File: config.mk
export PLATFORM = sky130hd
export DESIGN_NAME = gamma_delay_array
export DESIGN_NICKNAME = d
export VERILOG_FILES = /design/src/rtl/gamma_delay_pkg.sv /design/src/rtl/gamma_delay_ch.sv /design/src/rtl/gamma_delay_array.sv
export SDC_FILE = /design/constraint.sdc
export NUM_CORES = 1
export LEC_CHECK = 0
export CAP_MARGIN = 20
export CORE_ASPECT_RATIO = 2
export CORE_MARGIN = 2
export CORE_UTILIZATION = 57
export CTS_BUF_LIST = sky130_fd_sc_hd__clkbuf_8
export DETAILED_ROUTE_END_ITERATION = 8
export HOLD_SLACK_MARGIN = 0.03
export PLACE_DENSITY = 0.78
export SYNTH_ARGS = -nofsm -noshare
export SYNTH_HDL_FRONTEND = slang
export SYNTH_SLANG_ARGS = --single-unit
export TNS_END_PERCENT = 30
File: constraint.sdc
create_clock -name aclk -period 3.9 [get_ports aclk]
set_clock_uncertainty 0.15 [all_clocks]
set_input_delay 1.17 -clock aclk [delete_from_list [all_inputs] [get_ports aclk]]
set_output_delay 1.17 -clock aclk [all_outputs]
set_load 0.02 [all_outputs]
File: src/rtl/gamma_delay_pkg.sv
// Shared types and sizing helpers for the gamma-framed spike delay array.
// Build option GAMMA_DELAY_SATURATE_EN is consumed by gamma_delay_ch.
package gamma_delay_pkg;

    typedef enum logic [1:0] {
        ARMED,
        WAIT,
        FIRE,
        DONE
    } ch_state_t;

    // Pulse-length counter width; covers any PULSE_WIDTH up to 65536.
    localparam int unsigned PW_CNT_W = 16;

    function automatic int unsigned calc_dw(input int unsigned gamma_cycles);
        return $clog2(gamma_cycles);
    endfunction

endpackage

File: src/rtl/gamma_delay_ch.sv
// One delay channel: first-edge capture, target compare, fixed-width pulse, sticky overflow.
// With GAMMA_DELAY_SATURATE_EN an overflowing edge fires at the last slot instead of dropping.
module gamma_delay_ch
    import gamma_delay_pkg::*;
#(
    parameter int unsigned GammaCycles = 16,
    parameter int unsigned PulseWidth  = 4,
    parameter int unsigned Dw          = 4
) (
    input  logic          clk_i,
    input  logic          rst_ni,
    input  logic [Dw-1:0] g_cnt_i,
    input  logic          gamma_last_i,
    input  logic          rise_i,
    input  logic [Dw-1:0] delay_i,
    input  logic          ovf_clr_i,
    output logic          out_o,
    output logic          ovf_o
);

    // Latest target whose pulse still starts inside the gamma (at G-1).
    localparam logic [Dw:0]         LastTgt = (Dw + 1)'(GammaCycles - 2);
    localparam logic [PW_CNT_W-1:0] PwLast  = PW_CNT_W'(PulseWidth - 1);

    ch_state_t           state_q, state_d;
    logic [Dw-1:0]       tgt_q, tgt_d;
    logic [PW_CNT_W-1:0] pw_q, pw_d;
    logic                out_q, out_d;
    logic                ovf_q, ovf_d;

    logic [Dw:0]   sum;
    logic          over;
    logic          accept;
    logic [Dw-1:0] tgt_eff;

    assign sum  = {1'b0, g_cnt_i} + {1'b0, delay_i};
    assign over = sum > LastTgt;

`ifdef GAMMA_DELAY_SATURATE_EN
    assign accept  = 1'b1;
    assign tgt_eff = over ? LastTgt[Dw-1:0] : sum[Dw-1:0];
`else
    assign accept  = ~over;
    assign tgt_eff = sum[Dw-1:0];
`endif

    always_comb begin
        state_d = state_q;
        tgt_d   = tgt_q;
        pw_d    = pw_q;
        out_d   = out_q;
        ovf_d   = ovf_q & ~ovf_clr_i;
        case (state_q)
            ARMED: begin
                if (rise_i) begin
                    if (over) ovf_d = 1'b1;
                    if (!accept) begin
                        state_d = DONE;
                    end else if (tgt_eff == g_cnt_i) begin
                        // Zero effective delay: fire on the next cycle directly.
                        state_d = FIRE;
                        out_d   = 1'b1;
                        pw_d    = '0;
                    end else begin
                        state_d = WAIT;
                        tgt_d   = tgt_eff;
                    end
                end
            end
            WAIT: begin
                if (g_cnt_i == tgt_q) begin
                    state_d = FIRE;
                    out_d   = 1'b1;
                    pw_d    = '0;
                end
            end
            FIRE: begin
                if (pw_q == PwLast) begin
                    state_d = DONE;
                    out_d   = 1'b0;
                end else begin
                    pw_d = pw_q + PW_CNT_W'(1);
                end
            end
            DONE:    state_d = DONE;
            default: state_d = ARMED;
        endcase
        if (gamma_last_i) begin
            state_d = ARMED;
            out_d   = 1'b0;
        end
    end

    always_ff @(posedge clk_i or negedge rst_ni) begin
        if (!rst_ni) begin
            state_q <= ARMED;
            tgt_q   <= '0;
            pw_q    <= '0;
            out_q   <= 1'b0;
            ovf_q   <= 1'b0;
        end else begin
            state_q <= state_d;
            tgt_q   <= tgt_d;
            pw_q    <= pw_d;
            out_q   <= out_d;
            ovf_q   <= ovf_d;
        end
    end

    assign out_o = out_q;
    assign ovf_o = ovf_q;

endmodule

File: src/rtl/gamma_delay_array.sv
// NUM_CH-channel gamma-framed rising-edge delay; owns the phase counter and delay latch.
// Optional build macro GAMMA_DELAY_SATURATE_EN selects saturate-instead-of-drop on overflow.
module gamma_delay_array
    import gamma_delay_pkg::*;
#(
    parameter int unsigned GAMMA_CYCLE_WIDTH = 16,
    parameter int unsigned PULSE_WIDTH       = 4,
    parameter int unsigned NUM_CH            = 4,
    localparam int unsigned DW               = calc_dw(GAMMA_CYCLE_WIDTH)
) (
    input  logic                 aclk,
    input  logic                 grst_n,
    input  logic [NUM_CH-1:0]    in,
    input  logic [NUM_CH*DW-1:0] delay,
    output logic [NUM_CH-1:0]    out,
    output logic                 gamma_start,
    output logic [NUM_CH-1:0]    ovf,
    input  logic                 ovf_clr
);

    logic [DW-1:0]        g_cnt_q, g_cnt_d;
    logic [NUM_CH*DW-1:0] delay_q, delay_d;
    logic [NUM_CH-1:0]    in_q;
    logic [NUM_CH-1:0]    rise;
    logic                 gamma_last;

    // G is a power of two, so the counter wraps G-1 -> 0 on its own.
    assign g_cnt_d     = g_cnt_q + DW'(1);
    assign gamma_start = (g_cnt_q == '0);
    assign gamma_last  = (g_cnt_q == DW'(GAMMA_CYCLE_WIDTH - 1));

    // Doubles as the effective delay: live input at gamma start, latched copy otherwise.
    assign delay_d = gamma_start ? delay : delay_q;
    assign rise    = in & ~in_q;

    always_ff @(posedge aclk or negedge grst_n) begin
        if (!grst_n) begin
            g_cnt_q <= '0;
            delay_q <= '0;
            in_q    <= '0;
        end else begin
            g_cnt_q <= g_cnt_d;
            delay_q <= delay_d;
            in_q    <= in;
        end
    end

    for (genvar c = 0; c < NUM_CH; c++) begin : g_ch
        gamma_delay_ch #(
            .GammaCycles(GAMMA_CYCLE_WIDTH),
            .PulseWidth (PULSE_WIDTH),
            .Dw         (DW)
        ) u_ch (
            .clk_i       (aclk),
            .rst_ni      (grst_n),
            .g_cnt_i     (g_cnt_q),
            .gamma_last_i(gamma_last),
            .rise_i      (rise[c]),
            .delay_i     (delay_d[c*DW +: DW]),
            .ovf_clr_i   (ovf_clr),
            .out_o       (out[c]),
            .ovf_o       (ovf[c])
        );
    end

endmodule

# ---- Yosys cells after proc, flatten, opt, wreduce, memory -nomap -nowiden
# Cells that the tools add are included.
dict set report totals {
  out_inout_bits 9
  regBits 120
  word_cells 238
  in_bits 23
}
dict set report op_classes {
  eq_ne 65
  n_reduce_logical 29
  n_addsub 9
  order_cmp 4
  n_bitwise 15
  n_mux 93
}
# operator count
set op_table {}
lappend op_table {{16-bit 2-to-1 mux} 21}
lappend op_table {{16-bit case mux with 3 select lines} 4}
lappend op_table {{16-bit by 1-bit adder with 16-bit output (second input constant)} 4}
lappend op_table {{16-bit by 2-bit == test with 1-bit output (second input constant)} 4}
lappend op_table {{2-bit 2-to-1 mux} 24}
lappend op_table {{6-bit AND reduction} 8}
lappend op_table {{1-bit 2-to-1 mux} 36}
lappend op_table {{4-bit == test} 8}
lappend op_table {{2-bit case mux with 4 select lines} 4}
lappend op_table {{3-bit by 2-bit != test with 1-bit output (second input constant)} 10}
lappend op_table {{2-bit != test (second input constant)} 12}
lappend op_table {{4-bit by 4-bit adder with 5-bit output} 4}
lappend op_table {{5-bit by 4-bit > comparator with 1-bit output (second input constant)} 4}
lappend op_table {{3-bit by 1-bit != test with 1-bit output (second input constant)} 6}
lappend op_table {{2-bit == test (second input constant)} 8}
lappend op_table {{2-bit by 1-bit != test with 1-bit output (second input constant)} 8}
lappend op_table {{4-bit AND reduction} 4}
lappend op_table {{4-bit nonzero test} 4}
lappend op_table {{3-bit != test (second input constant)} 4}
lappend op_table {{1-bit case mux with 3 select lines} 4}
lappend op_table {{3-bit AND reduction} 4}
lappend op_table {{3-bit nonzero test} 4}
lappend op_table {{1-bit inverter} 9}
lappend op_table {{2-bit by 1-bit == test with 1-bit output (second input constant)} 4}
lappend op_table {{7 further kinds} 13}

# ---- Logic depth before layout (Yosys ltp)
# Gate-level depths: netlist (run 1).
dict set report logic_depth {
  depth_word 9
  depth_mapped 16
  mapped_depth_nobuf 12
}

# ---- By module
# From an unflattened synthesis (run 1), not the netlist that was laid out.
dict set report hier_totals {
  cells_unflattened 715
  hier_area_um2 7164.4
}
# module cells_each seq_area_each_um2 instances area_each_um2
set by_module_without_submodules {}
lappend by_module_without_submodules {{gamma_delay_ch (g_ch[0].u_ch ...)} 158 600.6 2 1541.5}
lappend by_module_without_submodules {{gamma_delay_ch (g_ch[2].u_ch)} 174 600.6 1 1584.0}
lappend by_module_without_submodules {{gamma_delay_ch (g_ch[3].u_ch)} 171 600.6 1 1556.5}
lappend by_module_without_submodules {gamma_delay_array 54 600.6 1 940.9}

# ---- Least setup slack after synthesis (run 1)
# No wires, ideal clock.
dict set report synth_timing {
  path_kind {reg2reg}
  start {register g_cnt_q[1]}
  end {register g_ch[3].u_ch.pw_q[13]}
  arrival_ns 4.067
  n_path_buf 3
  period_less_slack_ns 4.346
  setup_ns 0.129
  t_required_ns 3.621
  slack_ns -0.446
  stages_incl_launch_ff 16
  cell_sequence {dfrtp_1 > buf_6 > inv_1 > ha_1 > nor3b_2 > clkbuf_1 > mux2_2 > ha_1 > fa_1 > and2_1 > a221oi_1 > or3_1 > nand3_1 > a21oi_1 > buf_2 > a31oi_1}
}
dict set report synth_via {
  elab_chain_len 6
  word_cells_on_any_way 10
  classes_between {1 x add/sub; 1 x order compare; 5 x eq/ne; 1 x mux; 2 x reduce/logical}
}
# element line
set synth_lines {}
lappend synth_lines {{start, declared} gamma_delay_array.sv:21} ;# logic [DW-1:0] g_cnt_q, g_cnt_d;
lappend synth_lines {{start signal, assigned} gamma_delay_array.sv:42} ;# g_cnt_q <= g_cnt_d;
lappend synth_lines {{4-bit logical NOT (*)} gamma_delay_array.sv:29} ;# assign gamma_start = (g_cnt_q == '0);
lappend synth_lines {{named net gamma_start} gamma_delay_array.sv:16} ;# output logic gamma_start,
lappend synth_lines {{16-bit 2-to-1 mux (*)} gamma_delay_array.sv:33} ;# assign delay_d = gamma_start ? delay : delay_q;
lappend synth_lines {{named net delay_d[12]} gamma_delay_array.sv:22} ;# logic [NUM_CH*DW-1:0] delay_q, delay_d;
lappend synth_lines {{4-bit by 4-bit adder with 5-bit output (*)} gamma_delay_ch.sv:36} ;# assign sum = {1'b0, g_cnt_i} + {1'b0, delay_i};
lappend synth_lines {{named net g_ch[3].u_ch.sum[1]} gamma_delay_ch.sv:31} ;# logic [Dw:0] sum;
lappend synth_lines {{5-bit by 4-bit > comparator with 1-bit output / 4-bit == test (equally long branches)} {gamma_delay_ch.sv:37, gamma_delay_ch.sv:59}}
lappend synth_lines {{2-bit != test (no line) / 2-bit by 1-bit != test with 1-bit output (equally long branches)} n/a}
lappend synth_lines {{6-bit AND reduction (no line) (*)} n/a}
lappend synth_lines {{end signal, assigned} gamma_delay_ch.sv:104} ;# pw_q <= pw_d;
lappend synth_lines {{end, declared} gamma_delay_ch.sv:27} ;# logic [PW_CNT_W-1:0] pw_q, pw_d;
# Mark *: on every way through the listed nets, which the timed path passes. The rest lies on a longest branch.
# A chain may end at the register's enable or synchronous reset.

# ---- Worst setup path in the final report (run 1)
dict set report layout_timing {
  start {input delay[4]}
  end {register g_ch[1].u_ch.pw_q[4]}
}
dict set report layout_via {
  elab_chain_len 5
  word_cells_on_any_way 7
  classes_between {1 x add/sub; 1 x order compare; 3 x eq/ne; 1 x mux; 1 x reduce/logical}
}
# element line
set layout_lines {}
lappend layout_lines {{start, declared} gamma_delay_array.sv:14} ;# input logic [NUM_CH*DW-1:0] delay,
lappend layout_lines {{16-bit 2-to-1 mux (*)} gamma_delay_array.sv:33}
lappend layout_lines {{named net delay_d[4]} gamma_delay_array.sv:22}
lappend layout_lines {{4-bit by 4-bit adder with 5-bit output (*)} gamma_delay_ch.sv:36}
lappend layout_lines {{5-bit by 4-bit > comparator with 1-bit output / 4-bit == test (equally long branches)} {gamma_delay_ch.sv:37, gamma_delay_ch.sv:59}}
lappend layout_lines {{2-bit != test (no line) / 2-bit by 1-bit != test with 1-bit output (equally long branches)} n/a}
lappend layout_lines {{6-bit AND reduction (no line) (*)} n/a}
lappend layout_lines {{end signal, assigned} gamma_delay_ch.sv:104}
lappend layout_lines {{end, declared} gamma_delay_ch.sv:27}
# Marked as above.

==> results of run 1 <==
-- cell usage after synthesis (18+ instances only) --
master      n
xor2_1     30
dfrtp_1   120
clkbuf_1   18
nand2_1    75
inv_1      26
o21ai_0    28
ha_1       26
nor3_1     22
a31oi_1    32
mux2_2     32
nor2_1     51
a21oi_1    37
nand3_1    54
-- stage by stage --
step / hold WS [ps] / util [%]
after floorplan: 293 / -
after global placement: 273 / 62.9
after detailed placement: 284 / 62.9
after CTS: 294 / 66.3
after global routing: 318 / 66.9
final: 295 / 66.9
-- per-layer routing --
| metal | share of wire (%) | track usage (%) | vias up |
|---|---|---|---|
| met1 | 37 | 28.0 | 3051 |
| met2 | 55 | 48.7 | 182 |
| met5 | 0 | 0 | - |
| li1 | - | - | 2917 |
| met4 | 4.4 | 15.2 | 0 |
| met3 | 3.4 | 4.55 | 66 |
-- sequential cells by signal, summed over array words and instances (netlist names) --
register           cells
g_cnt_q                4
g_ch.u_ch.pw_q        64
in_q                   4
g_ch.u_ch.tgt_q       16
g_ch.u_ch.state_q      8
g_ch.u_ch.ovf_o        4
delay_q               16
g_ch.u_ch.out_o        4
-- kinds of logic after synthesis --
| group | count (synthesis) |
|---|---|
| multiplexers | 34 |
| XOR/XNOR | 46 |
| adder cells (fa/ha/maj) | 30 |
| AO/OA/AOI/OAI | 169 |
| buffers and inverters | 64 |
| flip-flops | 120 |
| AND/OR/NAND/NOR | 301 |
-- power groups by stage --
stage | registers, mW | clock network, mW | logic (mW)
after floorplan | 1.71 | 0 | 0.663
after global placement | 1.78 | 0 | 0.805
after detailed placement | 1.79 | 0 | 0.850
after CTS | 1.78 | 1.23 | 0.858
after global routing | 1.82 | 1.28 | 0.960
final | 1.78 | 1.22 | 0.864
-- final cells by class --
type	count	area [µm²]	share of cell area, %
inverter	26	97.6	1.17
multi-input combinational	580	4040	48.4
tap	150	188	2.25
sequential	120	3000	36.0
clock inverter	14	174	2.08
clock buffer	18	248	2.97
timing repair buffer	68	602	7.20
-- worst max-delay path, cell delays in order --
cell	delay [ps]
clkdlybuf4s50_1	390
mux2_2	270
ha_1	210
fa_1	440
a211oi_2	250
nand4b_1	200
o211ai_4	170
a31oi_4	250
or4b_1	560
nand3_1	100
-- cells in the final DEF (no fill, tap or decap), types with 12 or more instances in the layout --
cell type and instances:
inv_1 26, xnor2_1 12, nand2_1 75, dfrtp_1 119, xor2_1 29, nor3_1 20, nand4_1 17, a31oi_1 32
and3_1 13, a21oi_1 35, ha_1 26, clkdlybuf4s50_1 30, o21ai_0 28, nand3_1 53, nor4_1 12, mux2_2 32
buf_4 36, clkbuf_8 18, nor2_1 51
-- repair_timing --
action                     4_1_cts  5_1_grt
resized for setup                0       17
setup endpoints to repair        0       70
hold endpoints to repair         0        0
buffers inserted                 0        0
hold buffers                     0        0
-- final timing paths --
path	from	end	slack [ps]	cells past startpoint
setup / recovery	delay[4]	g_ch[1].u_ch.pw_q[4]$_DFFE_PN0P_	100	10
hold / removal	g_cnt_q[0]$_DFF_PN0_	g_cnt_q[0]$_DFF_PN0_	290	1
setup reg to reg	g_cnt_q[0]$_DFF_PN0_	g_ch[2].u_ch.pw_q[8]$_DFFE_PN0P_	140	16
hold reg to reg	g_cnt_q[0]$_DFF_PN0_	g_cnt_q[0]$_DFF_PN0_	290	1
max in group asynchronous	grst_n	g_ch[3].u_ch.tgt_q[3]$_DFFE_PN0P_	1960	2
min in group asynchronous	grst_n	g_ch[1].u_ch.pw_q[11]$_DFFE_PN0P_	680	1
==> metrics.csv, run 1 <==
metric,value,unit
adder-cell share of the synthesized area,5.59,%
final max-slew violation count,0,
Clock power frac,31.5,%
Syn Nets,817,
actual transition at the worst max-transition pin,954,ps
CTS buffer count,17,
H-tree depth,4,
cell area power density,462,nW/µm²
DRC violations left,0,
type of the most critical hold path,reg2reg,
Initial Utilization,58.1,%
Tcrit/Tclk final,97.3,%
Lkg Pwr,3.55,nW
GRT Total Usage,26.4,%
register area share after synthesis,41.4,%
MaxCap Viol Count,0,
Detail Placement HPWL,12300,µm
# diodes,0,
asr flop ratio synth,100,%
Post-Route WL,17600,µm
DP Area,7850,µm²
initial drt markers,342,
RSZ-0062 raised after global routing,yes,
Max clock buf depth,2,
Final setup viols,0,
Layout area overhead,15.1,%
peak supply drop,0.000259,V
share of layout cells above drive strength 1,15.9,%
Worst-path clk slew,70,ps
Sink Count,120,
final non-filler cell total,976,
first-pass GRT wire length,29200,µm
boundary pin count,32,
Comb pwr share,22.4,%
Die Wd,83.8,µm
"top cells by area, synth","dfrtp_1 41%, mux2_2 5.0%, ha_1 4.5%",
design area,8350,µm²
Ys Warns,0,
Port Buffer Count,31,
area of the core,12500,µm²
largest family of logic cells by synthesized area,simple AND/OR/NAND/NOR gates,
Sw Pwr,1.28,mW
status,"complete, no violations",
Filler Cell Count,972,
Die Y,164,µm
crit-path max FO,18,
leading area contributor after synthesis,dfrtp_1,
mux share of post-synthesis cell area,5.24,%
Internal Power,2.58,mW
First-pass DRT Iterations,6,
"EDFF count, synth",0,
Sum Neg Setup Slack,0,ps
Clock Latency Late Sink,460,ps
DR vias/cell,6.37,
max_slew headroom,36.2,%
Setup Crit Path Kind,in2reg,
Placer Congestion,0.879,
gr ovfl total,0,
Fin. Hold Viols,0,
area fraction of the dominant cell type after synthesis,41.4,%
CTS tree,done,
fmax,264,MHz
Worst Setup End Kind,flop,
via count,6216,
Syn Area/Cell,9.50,µm²
Worst EP arrival,4030,ps
Final ANT Viol Nets,0,
"Cell Area, Synth",7260,µm²
Seq cells post-synth,120,
Post-Place Cells,944,
sw frac,33.1,%
vias in the first global route,6263,
main flop type after synthesis,dfrtp_1,
area of the die,13700,µm²
Root Buffer,clkbuf_8,
initial antenna violation count,0,
CP Launch Type,input pin,
Post-Synthesis Cells,764,
fin worst setup slack,105,ps
part of the power in registers,46.2,%
Tmin final,3800,ps
Synth Area in Compound Gates,15.9,%
post-synthesis simple-gate area fraction,21.7,%
Setup WS pre-CTS,-385,ps
critical path required time,4130,ps
post-synthesis xor/xnor area fraction,6.12,%
synth unique cells,72,
Rows,58,
Final #Nets,866,
Final Power,3.86,mW
wire length per cell,18.1,µm
pin count of the biggest net entering global routing,72,
Note: power is estimated with default switching activity, not from simulation.
==> run 2: changes to the inputs <==
--- a/config.mk
+++ b/config.mk
@@ -8,11 +8,10 @@
 export CAP_MARGIN = 20
 export CORE_ASPECT_RATIO = 2
 export CORE_MARGIN = 2
-export CORE_UTILIZATION = 57
+export CORE_UTILIZATION = 50
 export CTS_BUF_LIST = sky130_fd_sc_hd__clkbuf_8
 export DETAILED_ROUTE_END_ITERATION = 8
-export HOLD_SLACK_MARGIN = 0.03
-export PLACE_DENSITY = 0.78
+export PLACE_DENSITY = 0.69
 export SYNTH_ARGS = -nofsm -noshare
 export SYNTH_HDL_FRONTEND = slang
 export SYNTH_SLANG_ARGS = --single-unit
==> run 2 against run 1 <==
Sequential cell count unchanged. Total power increased by 3.7%. Critical path depth increased by 2. Largest power group unchanged. Sequential share of layout area decreased by 0.50 points. Utilization decreased by 7.6 points. Die area increased by 13%.
==> metrics.csv, run 2 (same netlist as run 1, synthesis figures left out) <==
metric,value,unit,change
area of the die,15500,µm²,+13%
Die Y,174,µm,+6.6%
CTS tree,done,,
Fin. Hold Viols,0,,unchanged
# diodes,0,,unchanged
cells along the critical path,clkdlybuf4s50_1 -> mux2_2 -> ha_1 -> fa_1 -> a211oi_1 -> nand4b_1 -> o211ai_4 -> buf_4 -> nand2_1 -> nor3_1 -> buf_4 -> mux2_2,,
Initial Utilization,50.8,%,-7.3 points
reg2reg end,g_ch[1].u_ch.tgt_q[0]$_DFFE_PN0P_,,
final non-filler cell total,1026,,+5.1%
Reg with most FFs,g_ch.u_ch.pw_q,,
initial drt markers,313,,-8.5%
Tmin final,3860,ps,+67.6 ps
H-tree depth,4,,unchanged
DR vias/cell,5.98,,-6.1%
Tcrit/Tclk final,99.0,%,+1.7 points
routing usage on met3,4.56,%,+0.011 points
boundary pin count,32,,unchanged
Lkg Pwr,3.61,nW,+1.7%
Worst EP arrival,4050,ps,+20 ps
via count,6135,,-1.3%
critical hold path startpoint,g_cnt_q[0]$_DFF_PN0_,,
type of the most critical hold path,reg2reg,,
First-pass DRT Iterations,5,,-1
Root Buffer,clkbuf_8,,
Hold Crit Endpoint,g_cnt_q[0]$_DFF_PN0_,,
RSZ-0062 raised after global routing,yes,,
critical path required time,4090,ps,-40 ps
Max stage delay on crit path,420,ps,-140 ps
pin count of the biggest net entering global routing,49,,-32%
max reg flops,64,,unchanged
status,"complete, no violations",,
CP Launch Type,input pin,,
share of layout cells above drive strength 1,15.6,%,-0.27 points
GRT busiest layer,met2,,
initial antenna violation count,0,,unchanged
actual transition at the worst max-transition pin,799,ps,-155 ps
Final #Nets,874,,+0.92%
reg2reg setup slack,90,ps,-50 ps
Rows,62,,+6.9%
crit-path max FO,4,,-14
Worst-path clk slew,80,ps,about the same
CTS buffer count,17,,unchanged
fin util,59.4,%,-7.6 points
biggest regs,"g_ch.u_ch.pw_q x64, delay_q x16, g_ch.u_ch.tgt_q x16",,
Placer Congestion,0.846,,-3.8%
gr ovfl total,0,,unchanged
Detail Placement HPWL,12500,µm,+1.7%
wire length per cell,17.1,µm,-5.5%
Post-Route WL,17500,µm,-0.65%
Reg2Reg Depth,15,,-1
Setup Crit Path Kind,in2reg,,
Max clock buf depth,2,,unchanged
"commonest cells after routing, fill and taps aside","119 x dfrtp_1, 75 x nand2_1, 54 x nand3_1",,
DRC violations left,0,,unchanged
peak supply drop,0.000371,V,+43%
area of the core,14300,µm²,+14%
Final ANT Viol Nets,0,,unchanged
Slowest cell on crit path,fa_1,,
Final setup viols,0,,unchanged
"commonest non-fill, non-tap cell in the layout",dfrtp_1,,
Die Wd,89.2,µm,+6.4%
Clock Latency Late Sink,460,ps,about the same
MaxCap Viol Count,0,,unchanged
Port Buffer Count,31,,unchanged
Worst Setup End Kind,flop,,
GRT Total Usage,24.0,%,-2.4 points
first-pass GRT wire length,29500,µm,+0.78%
final max-slew violation count,0,,unchanged
fmax,259,MHz,-1.7%
vias in the first global route,6195,,-1.1%
RR Startpoint,g_cnt_q[0]$_DFF_PN0_,,
max_slew headroom,46.5,%,+10 points
Final Power,4.01,mW,+3.7%
Post-Place Cells,992,,+5.1%
met2 Use GR,42.4,%,-6.2 points
cell area power density,473,nW/µm²,+2.3%
GR met1 Demand/Resource,27.0,%,-0.99 points
Sink Count,120,,unchanged
Min-Delay Path Depth,1,,unchanged
Layout area overhead,16.8,%,
run 2: cell count changes in the layout (fill, tap and decap cells not counted), sizes merged:
cell	delta
buf	+8
inv	+5
clkinv	-3
clkinvlp	-3
bufinv	+2
clkbuf	-1
run 2: what timing repair did:
action | in CTS | in global routing
pin swaps | 0 | 1
buffers inserted | 1 | 1
gates cloned | 0 | 0
hold buffers | 0 | 0
gates resized for setup | 2 | 4
setup endpoints to repair | 10 | 29
run 2: worst max path at each step:
stage / start / to / slack, ps / cells after the start
floorplan: g_cnt_q[1]$_DFF_PN0_ / g_ch[3].u_ch.pw_q[13]$_DFFE_PN0P_ / 20 / 15
global placement: delay[4] / g_ch[1].u_ch.pw_q[6]$_DFFE_PN0P_ / -320 / 10
detailed placement: delay[4] / g_ch[1].u_ch.pw_q[9]$_DFFE_PN0P_ / -410 / 11
CTS: delay[4] / g_ch[1].u_ch.pw_q[6]$_DFFE_PN0P_ / 70 / 10
global route: delay[4] / g_ch[1].u_ch.pw_q[6]$_DFFE_PN0P_ / -70 / 10
finish: delay[4] / g_ch[1].u_ch.tgt_q[0]$_DFFE_PN0P_ / 40 / 12
run 2: metrics by stage:
stage | setup slack [ps] | hold WS (ps) | setup TNS, ps | area [µm²]
4_1_cts | 69.4 | 297 | 0 | 8450
3_5_place_dp | -406 | 285 | -20440 | 7960
3_3_place_gp | -317 | 274 | -14660 | 7960
5_1_grt | -70.5 | 303 | -711 | 8470
6_report | 37.4 | 296 | 0 | 8470
2_1_floorplan | 15.2 | 293 | 0 | 7280
run 2: layout make-up:
type	count	area [µm²]
clock buffer	17	234
inverter	26	97.6
sequential	120	3000
clock inverter	15	236
multi-input combinational	580	3990
tap	192	240
fill	1279	5800
timing repair buffer	76	671
run 2: power breakdown:
part           switching (mW)  leakage (nW)  internal [mW]
Combinational           0.426          1.84          0.436
Sequential              0.288          1.54           1.50
Clock                   0.583         0.233          0.777
Total                    1.30          3.61           2.71
run 2: layer usage:
| metal | part of all wire (%) | wire length (µm) |
|---|---|---|
| met2 | 55 | 9640 |
| met5 | 0 | 0 |
| met1 | 38 | 6730 |
| met4 | 3.2 | 563 |
| met3 | 3.4 | 589 |
run 2: critical path, delay by kind of cell:
family	cells	cell delay, ps
mux	2	610
fa+ha+maj	2	630
simple gates	3	460
buf+inv	3	720
compound gates	2	450
==> run 3: changes to the inputs <==
--- a/config.mk
+++ b/config.mk
@@ -6,12 +6,16 @@
 export NUM_CORES = 1
 export LEC_CHECK = 0
 export CAP_MARGIN = 20
+export CELL_PAD_IN_SITES_DETAIL_PLACEMENT = 0
+export CELL_PAD_IN_SITES_GLOBAL_PLACEMENT = 2
 export CORE_ASPECT_RATIO = 2
 export CORE_MARGIN = 2
-export CORE_UTILIZATION = 50
+export CORE_UTILIZATION = 37
 export CTS_BUF_LIST = sky130_fd_sc_hd__clkbuf_8
 export DETAILED_ROUTE_END_ITERATION = 8
-export PLACE_DENSITY = 0.69
+export PLACE_DENSITY = 0.78
+export REMOVE_ABC_BUFFERS = 1
+export SKIP_CTS_REPAIR_TIMING = 1
 export SYNTH_ARGS = -nofsm -noshare
 export SYNTH_HDL_FRONTEND = slang
 export SYNTH_SLANG_ARGS = --single-unit
==> run 3 against run 2 <==
Total power shrank 4.8%. Count of clock-buffer cells in the layout grew 2. Combinational power grew 0.5%. Sequential share of layout area shrank 0.44 points. Worst setup slack gained 58 ps. Non-clock buffer count grew 7.
==> metrics.csv, run 3 (same netlist as run 1, synthesis figures left out) <==
metric,value,unit,change
Fin. Hold Viols,0,,unchanged
final max-slew violation count,0,,unchanged
H-tree depth,4,,unchanged
DRC violations left,0,,unchanged
CTS tree,done,,
pin count of the biggest net entering global routing,45,,-8.2%
DP Area,8100,µm²,+1.8%
Final ANT Viol Nets,0,,unchanged
Sw Pwr,1.23,mW,-5.4%
crit path from,delay[4],,
area of the die,20800,µm²,+34%
RR Startpoint,g_cnt_q[0]$_DFF_PN0_,,
DR vias/cell,5.57,,-6.8%
"commonest cells after routing, fill and taps aside","120 x dfrtp_1, 75 x nand2_1, 54 x nand3_1",,
Detail Placement HPWL,13600,µm,+8.9%
Worst Setup End Kind,flop,,
Root Buffer,clkbuf_8,,
Tmin final,3800,ps,-58.0 ps
Final Power,3.82,mW,-4.8%
Port Buffer Count,31,,unchanged
Tcrit/Tclk final,97.6,%,-1.5 points
actual transition at the worst max-transition pin,664,ps,-136 ps
Reg with most FFs,g_ch.u_ch.pw_q,,
CP Launch Type,input pin,,
Clock Latency Late Sink,460,ps,about the same
Worst-path clk slew,70,ps,about the same
wire length per cell,17.2,µm,+0.43%
via count,6125,,-0.16%
CTS buffer count,17,,unchanged
Die Wd,103,µm,+16%
Slowest cell on crit path,or4b_1,,
status,"complete, no violations",,
critical path required time,4140,ps,+50 ps
share of layout cells above drive strength 1,16.2,%,+0.60 points
vias in the first global route,6437,,+3.9%
peak supply drop,0.000215,V,-42%
max_slew headroom,55.3,%,+8.8 points
Layout area overhead,18.2,%,
Rows,72,,+16%
Placer Congestion,0.815,,-3.7%
Sink Count,120,,unchanged
cells along the critical path,clkdlybuf4s50_1 -> mux2_2 -> ha_1 -> fa_1 -> xnor2_2 -> xor2_1 -> o211a_4 -> a31oi_4 -> or4b_1 -> nand3_1,,
Initial Utilization,37.6,%,-13 points
initial drt markers,215,,-31%
cell area power density,445,nW/µm²,-5.9%
GRT Total Usage,19.2,%,-4.8 points
"commonest non-fill, non-tap cell in the layout",dfrtp_1,,
max reg flops,64,,unchanged
Die Y,202,µm,+16%
type of the most critical hold path,reg2reg,,
fmax,263,MHz,+1.5%
gr ovfl total,0,,unchanged
First-pass DRT Iterations,5,,unchanged
Comb pwr share,22.7,%,+1.2 points
reg2reg setup slack,110,ps,+20 ps
crit-path max FO,10,,+6
# diodes,0,,unchanged
Final #Nets,882,,+0.92%
initial antenna violation count,0,,unchanged
Worst EP arrival,4040,ps,about the same
Setup Crit Path Kind,in2reg,,
biggest regs,"g_ch.u_ch.pw_q x64, delay_q x16, g_ch.u_ch.tgt_q x16",,
Internal Power,2.59,mW,-4.5%
Final setup viols,0,,unchanged
first-pass GRT wire length,31600,µm,+7.4%
RSZ-0062 raised after global routing,yes,,
boundary pin count,32,,unchanged
design area,8580,µm²,+1.2%
area of the core,19300,µm²,+35%
sw frac,32.2,%,-0.20 points
critical hold path startpoint,g_cnt_q[0]$_DFF_PN0_,,
Clock power frac,30.4,%,-3.5 points
Lkg Pwr,3.64,nW,+0.74%
Post-Route WL,18900,µm,+7.6%
Max stage delay on crit path,540,ps,+120 ps
part of the power in registers,46.9,%,+2.3 points
MaxCap Viol Count,0,,unchanged
Max clock buf depth,2,,unchanged
## run 3: power groups by stage
stage / registers, mW / logic, mW / clock network (mW)
final: 1.79 / 0.866 / 1.16
after detailed placement: 1.81 / 0.862 / 0
after floorplan: 1.73 / 0.629 / 0
after global placement: 1.79 / 0.831 / 0
after CTS: 1.78 / 0.863 / 1.19
after global routing: 1.83 / 0.987 / 1.24
## run 3: path summary, 6_finish.rpt
check | cells past startpoint | end
setup / recovery | 10 | g_ch[1].u_ch.pw_q[11]$_DFFE_PN0P_
hold / removal | 1 | g_cnt_q[0]$_DFF_PN0_
setup reg to reg | 13 | g_ch[1].u_ch.pw_q[11]$_DFFE_PN0P_
hold reg to reg | 1 | g_cnt_q[0]$_DFF_PN0_
max in group asynchronous | 2 | delay_q[15]$_DFF_PN0_
min in group asynchronous | 1 | g_ch[3].u_ch.pw_q[5]$_DFFE_PN0P_
## run 3: per-layer routing
layer / routed length, µm / GRT usage (%)
met5: 0 / 0
met1: 7320 / 20.9
met4: 457 / 8.36
met2: 10600 / 35.5
met3: 493 / 2.94
## run 3: stage by stage
| stage | worst slack [ps] | setup TNS, ps | std cells | util (%) | hold WS, ps |
|---|---|---|---|---|---|
| final | 95.4 | 0 | 1099 | 44.5 | 290 |
| after global routing | -49.4 | -340 | 1099 | 44.5 | 307 |
| after CTS | -1.63 | -1.63 | 1098 | 44.1 | 292 |
| after detailed placement | -457 | -23090 | 1068 | 42.0 | 281 |
| after global placement | -368 | -18700 | 1068 | 42.0 | 273 |
| after floorplan | -717 | -43040 | 726 | - | 300 |
## run 3: cell type report
class,instances,area [µm²]
multi-input combinational,581,4040
fill,1905,10700
inverter,26,97.6
clock inverter,11,131
sequential,120,3000
timing repair buffer,83,723
tap,259,324
clock buffer,19,262
## run 3: worst max-delay path, delay by kind of cell
kind	cells	cell delay (ps)
multiplexers	1	280
AO/OA/AOI/OAI	2	410
adder cells (fa/ha/maj)	2	660
buffers and inverters	1	390
XOR/XNOR	2	490
AND/OR/NAND/NOR	2	640
